===== config.mk =====
export PLATFORM = sky130hd
export DESIGN_NAME = alu_seq
export DESIGN_NICKNAME = d
export VERILOG_FILES = /design/src/rtl/alu_seq.sv
export SDC_FILE = /design/constraint.sdc
export NUM_CORES = 1
export LEC_CHECK = 0
export ABC_AREA = 0
export CORE_ASPECT_RATIO = 0.5
export CORE_MARGIN = 2
export CORE_UTILIZATION = 52
export DETAILED_ROUTE_END_ITERATION = 8
export PLACE_DENSITY = 0.95
export SETUP_SLACK_MARGIN = 0.05
export SLEW_MARGIN = 15
export SYNTH_ARGS = -nofsm -noshare
export SYNTH_HDL_FRONTEND = slang
export SYNTH_SLANG_ARGS = --single-unit

===== constraint.sdc =====
create_clock -name clk -period 3.63 [get_ports clk]
set_input_delay 0.5445 -clock clk [delete_from_list [all_inputs] [get_ports clk]]
set_output_delay 0.5445 -clock clk [all_outputs]
set_load 0.005 [all_outputs]

===== src/rtl/alu_seq.sv =====
// alu_seq: handshaked, parametrised ALU with registered results and flags.
// Single-cycle ops: NOP, ADD, SUB, AND, NOT, OR, EQ, BRANCH.
// Optional feature macro: ALU_MUL_EN adds an iterative shift-add multiplier
// (opcode 1000, WIDTH+1 cycles). Without it, opcode 1000 completes as illegal
// and result_hi is tied to zero.
module alu_seq #(
    parameter int WIDTH  = 8,
    parameter int ADDR_W = 6
) (
    input  logic              clk,
    input  logic              rst_n,
    input  logic              in_valid,
    output logic              in_ready,
    input  logic [WIDTH-1:0]  a,
    input  logic [WIDTH-1:0]  b,
    input  logic [ADDR_W-1:0] br_addr,
    input  logic [3:0]        op,
    output logic              out_valid,
    input  logic              out_ready,
    output logic [WIDTH-1:0]  result,
    output logic [WIDTH-1:0]  result_hi,
    output logic              co,
    output logic              eq,
    output logic              branch,
    output logic [ADDR_W-1:0] br_target,
    output logic              illegal
);

    localparam logic [3:0] OP_NOP    = 4'b0000;
    localparam logic [3:0] OP_ADD    = 4'b0001;
    localparam logic [3:0] OP_SUB    = 4'b0010;
    localparam logic [3:0] OP_AND    = 4'b0011;
    localparam logic [3:0] OP_NOT    = 4'b0100;
    localparam logic [3:0] OP_OR     = 4'b0101;
    localparam logic [3:0] OP_EQ     = 4'b0110;
    localparam logic [3:0] OP_BRANCH = 4'b0111;
    localparam logic [3:0] OP_MUL    = 4'b1000;

`ifdef ALU_MUL_EN
    typedef enum logic [1:0] {
        S_IDLE = 2'd0,
        S_EXEC = 2'd1,
        S_DONE = 2'd2
    } state_t;
`else
    typedef enum logic [1:0] {
        S_IDLE = 2'd0,
        S_DONE = 2'd2
    } state_t;
`endif

    state_t state_reg;
    state_t state_next;

    logic              accept;
    logic              single_go;
    logic [WIDTH:0]    sum_ext;
    logic [WIDTH:0]    diff_ext;
    logic              a_eq_b;

    logic [WIDTH-1:0]  alu_res;
    logic              alu_co;
    logic              alu_branch;
    logic [ADDR_W-1:0] alu_target;
    logic              alu_illegal;
    logic              eq_load;

    logic [WIDTH-1:0]  result_reg;
    logic              co_reg;
    logic              eq_reg;
    logic              branch_reg;
    logic [ADDR_W-1:0] br_target_reg;
    logic              illegal_reg;

    // Ready is a pure function of state and the consumer's ready.
    assign in_ready  = (state_reg == S_IDLE) || ((state_reg == S_DONE) && out_ready);
    assign out_valid = (state_reg == S_DONE);
    assign accept    = in_valid && in_ready;

    // Shared adder/subtractor; the extra top bit is carry or borrow.
    assign sum_ext  = {1'b0, a} + {1'b0, b};
    assign diff_ext = {1'b0, a} - {1'b0, b};
    assign a_eq_b   = (a == b);

`ifdef ALU_MUL_EN
    localparam int CNT_W = $clog2(WIDTH + 1);

    logic             is_mul;
    logic             mul_finish;
    logic [CNT_W-1:0] cnt_reg;
    logic [WIDTH-1:0] mcand_reg;
    logic [2*WIDTH-1:0] prod_reg;
    logic [WIDTH:0]   mul_sum;
    logic [2*WIDTH-1:0] prod_next;
    logic [WIDTH-1:0] result_hi_reg;

    assign is_mul     = (op == OP_MUL);
    assign single_go  = accept && !is_mul;
    // The cycle after the last iteration transfers the product to the outputs.
    assign mul_finish = (state_reg == S_EXEC) && (cnt_reg == CNT_W'(WIDTH));

    // One shift-add step: conditionally add the multiplicand into the upper
    // half, then shift the whole product right, carry included.
    assign mul_sum   = {1'b0, prod_reg[2*WIDTH-1:WIDTH]} +
                       (prod_reg[0] ? {1'b0, mcand_reg} : {(WIDTH+1){1'b0}});
    assign prod_next = {mul_sum, prod_reg[WIDTH-1:1]};
`else
    assign single_go = accept;
`endif

    // Decode the opcode into next result and flag values for single-cycle ops.
    always_comb begin
        alu_res     = '0;
        alu_co      = 1'b0;
        alu_branch  = 1'b0;
        alu_target  = '0;
        alu_illegal = 1'b0;
        eq_load     = 1'b0;
        case (op)
            OP_NOP: begin
                alu_res = '0;
            end
            OP_ADD: begin
                alu_res = sum_ext[WIDTH-1:0];
                alu_co  = sum_ext[WIDTH];
            end
            OP_SUB: begin
                alu_res = diff_ext[WIDTH-1:0];
                alu_co  = diff_ext[WIDTH];
            end
            OP_AND: alu_res = a & b;
            OP_NOT: alu_res = ~a;
            OP_OR:  alu_res = a | b;
            OP_EQ: begin
                alu_res = {{(WIDTH-1){1'b0}}, a_eq_b};
                eq_load = 1'b1;
            end
            OP_BRANCH: begin
                alu_branch = eq_reg;
                alu_target = eq_reg ? br_addr : '0;
            end
`ifdef ALU_MUL_EN
            OP_MUL: alu_res = '0;
`else
            OP_MUL: alu_illegal = 1'b1;
`endif
            default: alu_illegal = 1'b1;
        endcase
    end

    // Next-state logic for the IDLE / EXEC / DONE handshake controller.
    always_comb begin
        state_next = state_reg;
        case (state_reg)
            S_IDLE: begin
                if (accept) begin
`ifdef ALU_MUL_EN
                    state_next = is_mul ? S_EXEC : S_DONE;
`else
                    state_next = S_DONE;
`endif
                end
            end
`ifdef ALU_MUL_EN
            S_EXEC: begin
                if (mul_finish) begin
                    state_next = S_DONE;
                end
            end
`endif
            S_DONE: begin
                if (out_ready) begin
                    if (accept) begin
`ifdef ALU_MUL_EN
                        state_next = is_mul ? S_EXEC : S_DONE;
`else
                        state_next = S_DONE;
`endif
                    end else begin
                        state_next = S_IDLE;
                    end
                end
            end
            default: state_next = S_IDLE;
        endcase
    end

    // Controller state register.
    always_ff @(posedge clk or negedge rst_n) begin
        if (!rst_n) begin
            state_reg <= S_IDLE;
        end else begin
            state_reg <= state_next;
        end
    end

    // Persistent equality flag: only an accepted EQ op changes it.
    always_ff @(posedge clk or negedge rst_n) begin
        if (!rst_n) begin
            eq_reg <= 1'b0;
        end else if (accept && eq_load) begin
            eq_reg <= a_eq_b;
        end
    end

    // Result and flag registers; they only change when a new result lands,
    // which keeps them stable while the consumer stalls.
    always_ff @(posedge clk or negedge rst_n) begin
        if (!rst_n) begin
            result_reg    <= '0;
            co_reg        <= 1'b0;
            branch_reg    <= 1'b0;
            br_target_reg <= '0;
            illegal_reg   <= 1'b0;
        end else if (single_go) begin
            result_reg    <= alu_res;
            co_reg        <= alu_co;
            branch_reg    <= alu_branch;
            br_target_reg <= alu_target;
            illegal_reg   <= alu_illegal;
        end
`ifdef ALU_MUL_EN
        else if (mul_finish) begin
            result_reg    <= prod_reg[WIDTH-1:0];
            co_reg        <= 1'b0;
            branch_reg    <= 1'b0;
            br_target_reg <= '0;
            illegal_reg   <= 1'b0;
        end
`endif
    end

`ifdef ALU_MUL_EN
    // Iterative multiplier: load on acceptance, one shift-add step per cycle.
    always_ff @(posedge clk or negedge rst_n) begin
        if (!rst_n) begin
            cnt_reg   <= '0;
            mcand_reg <= '0;
            prod_reg  <= '0;
        end else if (accept && is_mul) begin
            cnt_reg   <= '0;
            mcand_reg <= a;
            prod_reg  <= {{WIDTH{1'b0}}, b};
        end else if ((state_reg == S_EXEC) && !mul_finish) begin
            cnt_reg   <= cnt_reg + 1'b1;
            prod_reg  <= prod_next;
        end
    end

    // Upper product half; every single-cycle op clears it.
    always_ff @(posedge clk or negedge rst_n) begin
        if (!rst_n) begin
            result_hi_reg <= '0;
        end else if (single_go) begin
            result_hi_reg <= '0;
        end else if (mul_finish) begin
            result_hi_reg <= prod_reg[2*WIDTH-1:WIDTH];
        end
    end

    assign result_hi = result_hi_reg;
`else
    assign result_hi = '0;
`endif

    assign result    = result_reg;
    assign co        = co_reg;
    assign eq        = eq_reg;
    assign branch    = branch_reg;
    assign br_target = br_target_reg;
    assign illegal   = illegal_reg;

endmodule


==> impl_metrics.py <==
metrics = {
    "run_status": {
        "status": "finished clean",
    },
    "power_and_ir_drop": {
        "p_total_mw": 0.613,
        "power_density_nw_per_um2": 246,
        "leakage_nw": 1.12,
        "vdd_drop_max_v": 0.000135,
    },
    "floorplanning": {
        "boundaryPins": 58,
        "die_y_um": 47.4,
        "core_area_um2": 3530,
        "row_count": 15,
        "die_w_um": 90.9,
        "dieArea_um2": 4310,
        "initial_core_util": 0.556,
    },
    "synthesis": {
        "ys_seq_area_frac": 0.242,
        "synth.distinct_cells": 54,
        "synth_most_common_cell": "ha_1",
        "synth_common_cells": "ha_1, inv_1, dfrtp_1",
        "synth.area.top_cells": "dfrtp_1, ha_1, inv_1",
        "synth_top_area_frac": 0.242,
        "synthArstFlopShare": 1.00,
        "synthesis.area_um2": 1960,
        "synth_edf_count": 0,
        "synthFlopType": "dfrtp_1",
        "synth_warnings": 0,
        "syn_inst": 217,
        "synth_area_leader_cell": "dfrtp_1",
        "syn_area_per_cell_um2": 9.04,
        "ys_seq_elements": 19,
    },
    "layout": {
        "drive_gt1_frac": 0.0575,
        "nNetsFinal": 320,
        "fillers": 270,
        "syn2layout_area_growth_pct": 26.9,
        "final_util": 0.706,
        "largest_reg_flops": 8,
        "diodes": 0,
    },
    "routing": {
        "top_layer": "met4",
        "first_iter_violations": 214,
        "wire_per_inst_um": 17.3,
        "wirelength_um": 5390,
        "wl_met1_um": 2370,
        "dr_wl_met2_um": 2430,
        "dr.pass1.iters": 6,
        "drc": 0,
        "ant_nets": 0,
        "wl_met3_um": 514,
        "vias": 1907,
        "via_per_inst": 6.11,
    },
    "critical_path": {
        "critical_path_arrival_ns": 2.97,
        "cp_max_fo": 5,
        "required_ns": 3.74,
        "critPathMaxStageDelay_ns": 0.58,
        "crit_slowest_cell": "clkdlybuf4s50_1",
        "cp_cell_sequence": "clkdlybuf4s50_1, inv_1, ha_1, a21oi_1, o21bai_1, a221o_1, a222oi_1, o21ai_0",
        "critPathKind": "in2reg",
        "r2r_setup_slack_ns": 1.68,
        "end_kind": "register",
        "cp-start-kind": "primary input",
    },
    "global_route": {
        "grt_max_degree": 20,
        "grt_usage": 0.250,
        "grt_first_pass_wirelength_um": 8370,
        "grt-ovfl-total": 0,
        "grt_antenna_before_repair": 0,
        "grt_pass1_vias": 1691,
    },
    "clocking": {
        "root_buffer": "clkbuf_8",
        "postCtsSetupRepairBufs": 0,
        "clkTransAtPathRegs_ns": 0.07,
        "clock-sinks": 19,
        "cts.hold.buffers_added": 0,
        "cts_tree": "done",
        "cts_buffers": 3,
        "clock_path_buffers": 2,
        "ctsResizeCount": 0,
        "h-tree-depth": 1,
        "clk_latency_ns": 0.26,
    },
    "sta": {
        "finalSetupViolCount": 0,
        "rsz0062_at_grt": "no",
        "setup-tns-final_ns": 0,
        "max_freq_mhz": 350,
        "finalCritPeriodShare": 0.787,
        "relSlewSlack": 0.428,
        "maxSlewViolCount": 0,
        "finalCriticalPeriod_ns": 2.86,
        "worstMarginPinSlew_ns": 0.856,
        "finClkSkew_ns": 0.0123,
        "hold_viol": 0,
    },
    "job": {
        "drv_cap": 0,
    },
    "placed_design": {
        "gp_congestion": 0.938,
        "dpl.hpwl_um": 4160,
        "io_buffers": 49,
    },
    "worst_hold_path": {
        "hp-class": "reg2reg",
    },
}
placed cells by master (no fill, tap or decap), types with 3 or more instances in the layout:
master / n
a221o_1: 6
a21oi_1: 13
inv_1: 22
nand2_1: 11
nor4_1: 3
o21ai_0: 5
o221ai_1: 3
mux2i_1: 7
o31ai_1: 3
nor3_1: 6
dfrtp_1: 19
conb_1: 8
ha_1: 26
nand3_1: 3
a22o_1: 8
clkdlybuf4s50_1: 49
buf_4: 5
o211ai_1: 4
nand2b_1: 3
a222oi_1: 5
o21bai_1: 5
clkbuf_8: 3
nor2_1: 7
stage by stage:
step                      std cells  hold slack, ns  cell area [µm²]  setup slack [ns]
after global routing            312           0.503             2490             0.708
after floorplan                 224           0.249             1990              1.35
final                           312           0.483             2490             0.774
after CTS                       312           0.487             2490             0.833
after global placement          308           0.461             2440             0.601
after detailed placement        308           0.472             2440             0.563
worst max-delay path: cells and delay by family:
kind,cells,cell delay (ns)
AOI/OAI and AO/OA,5,1.38
adders and majority gates,1,0.35
buffers and inverters,2,0.69
power breakdown:
part           leakage, nW  switching [mW]  internal [mW]
Clock               0.0255          0.0732         0.0763
Sequential           0.255         0.00748          0.223
Combinational        0.837           0.123          0.110
final timing paths:
kind,from,to,cells after the start
setup / recovery,a[1],result[3],8
hold / removal,result[2],result[2],2
setup reg to reg,state_reg[1],result[6],6
hold reg to reg,result[2],result[2],2
max in group asynchronous,rst_n,result[3],1
min in group asynchronous,rst_n,eq,1
cells by family after synthesis:
logic type | Yosys count | synth area share
and+or+nand+nor | 49 | 0.145
DFF | 19 | 0.242
xor gates and xnor gates | 1 | 0.00447
adders and majority gates | 28 | 0.186
other | 1 | 0.00191
muxes | 8 | 0.0415
buffers and inverters | 43 | 0.112
AOI/OAI and AO/OA | 68 | 0.267
area by class of cell:
cell class                 instances  area [µm²]  share of cell area
clock buffer                       3        41.3              0.0166
clock inverter                     1        5.00             0.00201
inverter                          22        82.6              0.0332
multi-input combinational        162        1290               0.520
sequential                        19         475               0.191
tap                               51        63.8              0.0256
timing repair buffer              54         528               0.212
layer usage:
layer  GRT usage  vias up
li1            -      888
met1       0.340      881
met2       0.452      122
met3      0.0236       16
met4      0.0727        0
met5           0        -
Note: power is estimated with default switching activity, not from simulation.
